<file path="src/rtl/rsa_byte_frontend_if.sv">
// Byte-stream bus between the host bridge and rsa_byte_frontend.
// master = host side, slave = frontend side.
interface rsa_byte_frontend_if;
  logic [7:0] in_data;
  logic       in_valid;
  logic       in_ready;
  logic [7:0] out_data;
  logic       out_valid;
  logic       out_ready;

  modport master (
    output in_data, in_valid, out_ready,
    input  in_ready, out_data, out_valid
  );

  modport slave (
    input  in_data, in_valid, out_ready,
    output in_ready, out_data, out_valid
  );
endinterface

</file>
<file path="src/rtl/rsa_byte_frontend.sv">
// Byte-stream front end for the modular exponentiator: load X/E/M, run, return Z.
// Optional watchdog on RUN enabled by defining RSA_TIMEOUT_EN.
module rsa_byte_frontend #(
  parameter int BITS           = 32,
  parameter int TIMEOUT_CYCLES = 2000000
) (
  input  logic                clk,
  input  logic                rst_n,
  rsa_byte_frontend_if.slave  bus,
  output logic [BITS-1:0]     exp_X,
  output logic [BITS-1:0]     exp_E,
  output logic [BITS-1:0]     exp_M,
  output logic                exp_go,
  input  logic                exp_done,
  input  logic [BITS-1:0]     exp_Z,
  output logic                busy,
  output logic                err
);

  localparam int NB  = BITS / 8;
  localparam int LCW = $clog2(3 * NB);
  localparam int OCW = (NB > 1) ? $clog2(NB) : 1;
`ifdef RSA_TIMEOUT_EN
  localparam bit TO_EN = 1'b1;
`else
  localparam bit TO_EN = 1'b0;
`endif
  // Without the watchdog one bit is enough to mask stale done.
  localparam int RW = TO_EN ? $clog2(TIMEOUT_CYCLES + 1) : 1;

  typedef enum logic [1:0] {
    LOAD, RUN, SEND, REARM
  } state_t;

  state_t             state_q, state_d;
  logic [LCW-1:0]     lcnt_q, lcnt_d;
  logic [OCW-1:0]     ocnt_q, ocnt_d;
  logic [RW-1:0]      run_q, run_d;
  logic [BITS-1:0]    x_q, x_d;
  logic [BITS-1:0]    e_q, e_d;
  logic [BITS-1:0]    m_q, m_d;
  logic [BITS-1:0]    sh_q, sh_d;
  logic               go_q, go_d;
`ifdef RSA_TIMEOUT_EN
  logic               err_q, err_d;
`endif

  // Next-state: operand load, run supervision, result unload, rearm.
  always_comb begin
    state_d = state_q;
    lcnt_d  = lcnt_q;
    ocnt_d  = ocnt_q;
    run_d   = run_q;
    x_d     = x_q;
    e_d     = e_q;
    m_d     = m_q;
    sh_d    = sh_q;
    go_d    = go_q;
`ifdef RSA_TIMEOUT_EN
    err_d   = err_q;
`endif
    unique case (state_q)
      LOAD: begin
        if (bus.in_valid) begin
          if (lcnt_q < LCW'(NB))
            x_d = BITS'({x_q, bus.in_data});
          else if (lcnt_q < LCW'(2 * NB))
            e_d = BITS'({e_q, bus.in_data});
          else
            m_d = BITS'({m_q, bus.in_data});
          if (lcnt_q == LCW'(3 * NB - 1)) begin
            lcnt_d  = '0;
            run_d   = '0;
            go_d    = 1'b1;
            state_d = RUN;
          end else begin
            lcnt_d = lcnt_q + LCW'(1);
          end
        end
      end
      RUN: begin
        if (run_q != '1)
          run_d = run_q + RW'(1);
        if (run_q != '0 && exp_done) begin
          sh_d    = exp_Z;
          go_d    = 1'b0;
          ocnt_d  = '0;
          state_d = SEND;
        end
`ifdef RSA_TIMEOUT_EN
        else if (run_q == RW'(TIMEOUT_CYCLES)) begin
          sh_d    = '1;
          go_d    = 1'b0;
          err_d   = 1'b1;
          ocnt_d  = '0;
          state_d = SEND;
        end
`endif
      end
      SEND: begin
        if (bus.out_ready) begin
          sh_d = sh_q << 8;
          if (ocnt_q == OCW'(NB - 1))
            state_d = REARM;
          else
            ocnt_d = ocnt_q + OCW'(1);
        end
      end
      REARM: begin
        if (!exp_done) begin
          lcnt_d  = '0;
          state_d = LOAD;
        end
      end
      default: state_d = LOAD;
    endcase
  end

  // State registers with synchronous reset taking priority everywhere.
  always_ff @(posedge clk) begin
    if (!rst_n) begin
      state_q <= LOAD;
      lcnt_q  <= '0;
      ocnt_q  <= '0;
      run_q   <= '0;
      x_q     <= '0;
      e_q     <= '0;
      m_q     <= '0;
      sh_q    <= '0;
      go_q    <= 1'b0;
`ifdef RSA_TIMEOUT_EN
      err_q   <= 1'b0;
`endif
    end else begin
      state_q <= state_d;
      lcnt_q  <= lcnt_d;
      ocnt_q  <= ocnt_d;
      run_q   <= run_d;
      x_q     <= x_d;
      e_q     <= e_d;
      m_q     <= m_d;
      sh_q    <= sh_d;
      go_q    <= go_d;
`ifdef RSA_TIMEOUT_EN
      err_q   <= err_d;
`endif
    end
  end

  assign bus.in_ready  = rst_n && (state_q == LOAD);
  assign bus.out_valid = (state_q == SEND);
  assign bus.out_data  = sh_q[BITS-1 -: 8];
  assign exp_X         = x_q;
  assign exp_E         = e_q;
  assign exp_M         = m_q;
  assign exp_go        = go_q;
  assign busy          = (state_q != LOAD);
`ifdef RSA_TIMEOUT_EN
  assign err           = err_q;
`else
  assign err           = 1'b0;
`endif

endmodule

</file>
<file path="src/flat_wrapper.sv">
// flat-port wrapper written by rule: the top's interface ports become plain ports
module rsa_byte_frontend_flat 
#(
  parameter int BITS           = 32,
  parameter int TIMEOUT_CYCLES = 2000000
)
  (clk, rst_n, exp_X, exp_E, exp_M, exp_go, exp_done, exp_Z, busy, err, bus_in_data, bus_in_valid, bus_out_ready, bus_in_ready, bus_out_data, bus_out_valid);
  rsa_byte_frontend_if bus_i ();
  input  logic clk;
  input  logic rst_n;
  output logic [BITS-1:0] exp_X;
  output logic [BITS-1:0] exp_E;
  output logic [BITS-1:0] exp_M;
  output logic exp_go;
  input  logic exp_done;
  input  logic [BITS-1:0] exp_Z;
  output logic busy;
  output logic err;
  input wire logic [$bits(bus_i.in_data)-1:0] bus_in_data;
  input wire logic [$bits(bus_i.in_valid)-1:0] bus_in_valid;
  input wire logic [$bits(bus_i.out_ready)-1:0] bus_out_ready;
  output wire logic [$bits(bus_i.in_ready)-1:0] bus_in_ready;
  output wire logic [$bits(bus_i.out_data)-1:0] bus_out_data;
  output wire logic [$bits(bus_i.out_valid)-1:0] bus_out_valid;
  assign bus_i.in_data = bus_in_data;
  assign bus_i.in_valid = bus_in_valid;
  assign bus_i.out_ready = bus_out_ready;
  assign bus_in_ready = bus_i.in_ready;
  assign bus_out_data = bus_i.out_data;
  assign bus_out_valid = bus_i.out_valid;
  rsa_byte_frontend #(.BITS(BITS), .TIMEOUT_CYCLES(TIMEOUT_CYCLES)) u_core (.clk(clk), .rst_n(rst_n), .bus(bus_i), .exp_X(exp_X), .exp_E(exp_E), .exp_M(exp_M), .exp_go(exp_go), .exp_done(exp_done), .exp_Z(exp_Z), .busy(busy), .err(err));
endmodule
</file>
<file path="config.mk">
export PLATFORM = sky130hd
export DESIGN_NAME = rsa_byte_frontend_flat
export DESIGN_NICKNAME = d
export VERILOG_FILES = /design/src/rtl/rsa_byte_frontend_if.sv /design/src/rtl/rsa_byte_frontend.sv /design/src/flat_wrapper.sv
export SDC_FILE = /design/constraint.sdc
export NUM_CORES = 1
export LEC_CHECK = 0
export BUFFER_PORTS_ARGS = -buffer_cell sky130_fd_sc_hd__buf_2
export CORE_ASPECT_RATIO = 1.25
export CORE_MARGIN = 2
export CORE_UTILIZATION = 53
export DETAILED_ROUTE_END_ITERATION = 7
export PLACE_DENSITY_LB_ADDON = 0.15
export SYNTH_ARGS = -nofsm -noshare
export SYNTH_HDL_FRONTEND = slang
export SYNTH_SLANG_ARGS = --single-unit
</file>
<file path="constraint.sdc">
create_clock -name clk -period 2.35 [get_ports clk]
set_input_delay 0.1175 -clock clk [delete_from_list [all_inputs] [get_ports clk]]
set_output_delay 0.1175 -clock clk [all_outputs]
set_load 0.03 [all_outputs]
</file>
; Word-level counts from Yosys, hierarchy flattened
; Index checks and enable logic that the tools add are counted.
[word_totals]
register_bits = 138
in_bits = 45
elab_cells = 70
[op_classes]
addsub = 3
order_cmp = 2
n_eq_ne = 12
mux = 26
n_bitwise = 2
reduce_logical = 16
[ops]
columns = op, count
row1 = 2-to-1 mux 32 bit, 2
row2 = one-hot mux 32 bit (2 select lines), 1
row3 = 2-to-1 mux 2 bit, 9
row4 = AND reduction 4 bit, 4
row5 = 2-to-1 mux 4 bit, 3
row6 = AND reduction 3 bit, 4
row7 = != test 2 bit (second input constant), 4
row8 = one-hot mux 2 bit (4 select lines), 1
row9 = one-hot mux 4 bit (2 select lines), 1
row10 = nonzero test 2 bit, 4
row11 = == test 2 bit (second input constant), 3
row12 = 2-to-1 mux 1 bit, 6
row13 = != test 2 x 1 -> 1 bit (second input constant), 3
row14 = AND reduction 6 bit, 1
row15 = adder 4 x 1 -> 4 bit (second input constant), 1
row16 = == test 4 bit (second input constant), 1
row17 = < comparator 4 x 3 -> 1 bit (second input constant), 1
row18 = < comparator 4 bit (second input constant), 1
row19 = one-hot mux 1 bit (2 select lines), 2
row20 = one-hot mux 2 bit (2 select lines), 1
row21 = adder 2 x 1 -> 2 bit (second input constant), 1
row22 = == test 2 x 1 -> 1 bit (second input constant), 1
row23 = logical AND 1 bit, 2
row24 = logical NOT 2 bit, 1
row25 = other kinds (2), 3

; Longest topological paths before layout
[depth]
ltp_word = 4
ltp_mapped = 8
mapped_depth_nobuf = 6

; Least setup slack after synthesis
; No wires, ideal clock.
[synth_timing]
path_type = flip-flop to flip-flop
start = register u_core.state_q[0]
end = register u_core.sh_q[10]
setup_ps = 116
t_arrival_ps = 1706
t_required_ps = 2234
slack_ps = 528
stages_incl_launch_ff = 8
path_buffers = 2
period_less_slack_ps = 1822
cell_sequence = dfxtp_1 -> inv_1 -> ha_1 -> buf_2 -> buf_2 -> mux2i_1 -> nand2_1 -> o211a_1
[synth_between]
elab_chain_cells = 3
[synth_lines]
columns = item, line_no
row1 = start: declaration, rsa_byte_frontend.sv:35  ; state_t state_q, state_d;
row2 = start signal: assignment, rsa_byte_frontend.sv:135  ; state_q <= state_d;
row3 = == test 2 bit (*), -
row4 = via bus_out_valid, flat_wrapper.sv:24  ; output wire logic [$bits(bus_i.out_valid)-1:0] bus_out_valid;
row5 = != test 2 bit (no line) or nonzero test 2 bit (tied branches), -
row6 = AND reduction 3 bit (no line), -
row7 = end signal: assignment, rsa_byte_frontend.sv:129  ; sh_q <= '0;
row8 = end signal: assignment, rsa_byte_frontend.sv:142  ; sh_q <= sh_d;
row9 = end: declaration, rsa_byte_frontend.sv:42  ; logic [BITS-1:0] sh_q, sh_d;
; The timed path passes the listed nets; every way through them passes the cells marked *.
; A chain may end at the register's enable or synchronous reset.

; Worst setup path after layout
[layout_timing]
start = register u_core.state_q[0]
end = register u_core.sh_q[2]
[layout_between]
elab_chain_cells = 3
[layout_lines]
columns = item, line_no
row1 = == test 2 x 1 -> 1 bit or == test 2 bit (tied branches), rsa_byte_frontend.sv:62  ; unique case (state_q)
row2 = != test 2 x 1 -> 1 bit (no line) (tied with other cells), -
row3 = AND reduction 3 bit (no line), -
; Parallel ways exist; a longest one is shown, timed or not.

==> summary.txt <==
Routing
  – Met2 WL post-DR: 6284 um
  – Met1 wire length: 5793 um
  – Final WL: 12740 um
  – Met3 WL: 485 um
  – Via count: 4797
  – Drt first-iter violations: 198
  – Vias/cell: 5.103
  – Antenna Violating Nets Remaining: 0
  – DRC errors left: 0
  – Drt wl/cell: 13.55 um
  – Max layer used: met4
  – Drt pass-1 iters: 4

Power
  – Total power draw: 5.232 mW
  – VDD IR max: 0.0004395 V
  – Power Density: 720.2 nW/um^2
  – LEAKAGE: 3.248 nW

CTS
  – Root Driver: clkbuf_16
  – Longest Clk Path Bufs: 2
  – Worst-path clk slew: 60 ps
  – Clk_lat worst skew: 420 ps
  – H-tree levels: 4
  – CTS sink count: 138
  – CTS Buf Count: 17
  – CTS tree: built
  – Setup bufs post-CTS: 0

Floorplanning
  – Die footprint: 11810 um^2
  – Die X: 97.59 um
  – Initial Util: 54.67%
  – Site row count: 42
  – Die Y-Extent: 121.0 um
  – Core Area: 10620 um^2
  – # IOs: 154

Synth
  – Top cells by area, synth: dfxtp_1 (48%), nand2_1 (15%), a21boi_1 (7.4%), a21boi_0 (6.5%), mux2i_1 (4.8%)
  – Count leader, synth: nand2_1
  – Asr flop ratio synth: 0%
  – Mean area per synthesized cell: 8.887 um^2
  – Cell Area, Synth: 5803 um^2
  – Seq/Total Area, Yosys: 47.61%
  – Yosys cell types: 42
  – Primary FF master, synth: dfxtp_1
  – Top cell type's share of synthesized area: 47.61%
  – Syn Inst Count: 653
  – Post-synth top cells: nand2_1 (233), dfxtp_1 (138), a21boi_1 (57)
  – EDFF count, synth: 0
  – Largest area contributor in the netlist: dfxtp_1
  – Yosys reg bits: 138
  – Syn nets: 705
  – Ys Warns: 0

Flow run
  – Max cap viols: 0

Place
  – Post-Place Setup Slack: 487.3 ps
  – Hpwl dp: 8566 um
  – Gpl congestion: 0.7777
  – Port Buffer Count: 152

Critical path
  – Setup crit end kind: flop
  – Worst r2r path cells: 6
  – Worst-path maximum fanout: 33
  – Crit Path Class: reg -> reg
  – Critical Path AT: 2190 ps
  – Crit start category: flop
  – Register-to-Register Setup Slack: 500 ps
  – CP max stage cell: buf_4
  – Crit-path max cell delay: 440 ps
  – CP bufs+invs: 2
  – Crit-path leading delay family: buffers and inverters
  – Critical Path RT: 2690 ps
  – Critical R2R Launch: u_core.state_q[0]
  – Worst Setup SP: u_core.state_q[0]
  – Worst path cell trace: inv_1 -> ha_2 -> buf_4 -> a211o_1 -> nand2_1 -> a21boi_0
  – RR Endpoint: u_core.sh_q[2]

Global routing
  – GRT overflow: 0
  – First-pass GRT wire length: 21220 um
  – Initial antenna violation count: 0
  – Largest net degree at the start of global routing: 64
  – Vias in the first global route: 4510
  – GRT Overall Usage: 21.85%

Timing
  – Final Max Slew Viols: 0
  – Setup violators final: 0
  – Final Hold Viols: 0
  – Post-Route Skew: 8.835 ps
  – Max-slew headroom: 64.37%
  – Final Critical Period: 1851 ps
  – WHS: 45.96 ps
  – Max Clk Rate: 540.1 MHz
  – TNS Setup: 0 ps
  – Slew @ Worst Pin: 534.4 ps
  – Fin crit share: 78.78%
  – Final worst-path setup slack: 498.6 ps
  – RSZ-0062 raised after global routing: no

Finish
  – Fill cells: 910
  – Syn-to-layout area delta: 25.18%
  – Share of cells above drive strength 1: 25.12%
  – # diodes: 0
  – Core Util, Final: 68.43%
  – Final net count: 847

Worst hold path
  – Hold Path Stages: 4
  – Hold Path End: u_core.sh_q[10]
  – HP Start: exp_Z[10]
  – Worst hold-check path type: in -> reg

Run status
  – Outcome: finished, final reports clean
==> flip-flops by register name (all words and copies together), names as in the netlist <==
name	flops
u_core.run_q	1
u_core.lcnt_q	4
u_core.exp_M	32
u_core.exp_X	32
u_core.exp_go	1
u_core.ocnt_q	2
u_core.sh_q	32
u_core.exp_E	32
u_core.state_q	2
==> placed cells by master, fill, tap and decap left out, types with 6 or more instances in the layout <==
cell,count
a21boi_0,50
a21boi_1,57
buf_2,151
buf_4,12
clkbuf_16,17
dfxtp_1,138
dlygate4sd3_1,16
ha_1,6
inv_1,6
mux2i_1,28
nand2_1,233
nand3b_1,10
o211a_1,24
==> routing by layer <==
layer	GRT usage (%)	vias up
li1	-	2450
met1	27.21	2222
met2	37.33	112
met3	4.781	13
met4	7.899	0
met5	0	-
==> worst register-to-register path: stages (launching register included) <==
cell and delay (ps):
dfxtp_1 340, inv_1 120, ha_2 300, buf_4 440
a211o_1 340, nand2_1 80, a21boi_0 160
==> stage by stage <==
step | cells | area (um^2)
floorplan | 653 | 5803
global placement | 892 | 6526
detailed placement | 892 | 6526
CTS | 940 | 7264
global route | 940 | 7264
finish | 940 | 7264
==> layout make-up <==
class / instances / area [um^2] / share of cell area, %
sequential: 138 / 2763 / 38.03
clock buffer: 19 / 432.9 / 5.959
inverter: 6 / 22.52 / 0.3100
multi-input combinational: 452 / 2710 / 37.31
timing repair buffer: 180 / 1026 / 14.12
clock inverter: 13 / 145.1 / 1.998
tap: 132 / 165.2 / 2.274
==> how the worst max path moves through the flow <==
stage | depth (start not counted) | slack (ps) | end
final | 6 | 500 | u_core.sh_q[2]
after global routing | 6 | 340 | u_core.sh_q[5]
after CTS | 6 | 480 | u_core.sh_q[2]
after detailed placement | 6 | 490 | u_core.sh_q[2]
after global placement | 6 | 610 | u_core.sh_q[2]
after floorplan | 7 | 530 | u_core.sh_q[10]
==> what timing repair did <==
item	4_1_cts	5_1_grt
gates resized for setup	0	0
hold buffers	16	0
hold endpoints to repair	28	0
==> power breakdown <==
group | internal (mW) | switching (mW)
clock | 1.57 | 1.02
sequential | 2.36 | 0.0164
combinational | 0.112 | 0.151
total | 4.04 | 1.19
==> logic make-up (layout without fill, tap and decap cells) <==
kind of cell	after synthesis	in the layout	synth area share (%)
muxes	28	28	4.830
buffers and inverters	63	218	5.973
AOI/OAI and AO/OA	149	149	20.81
adders and majority gates	7	7	1.509
and+or+nand+nor	267	267	19.21
other	1	1	0.06462
DFF	138	138	47.61
Power figures use the tool's default switching activity.
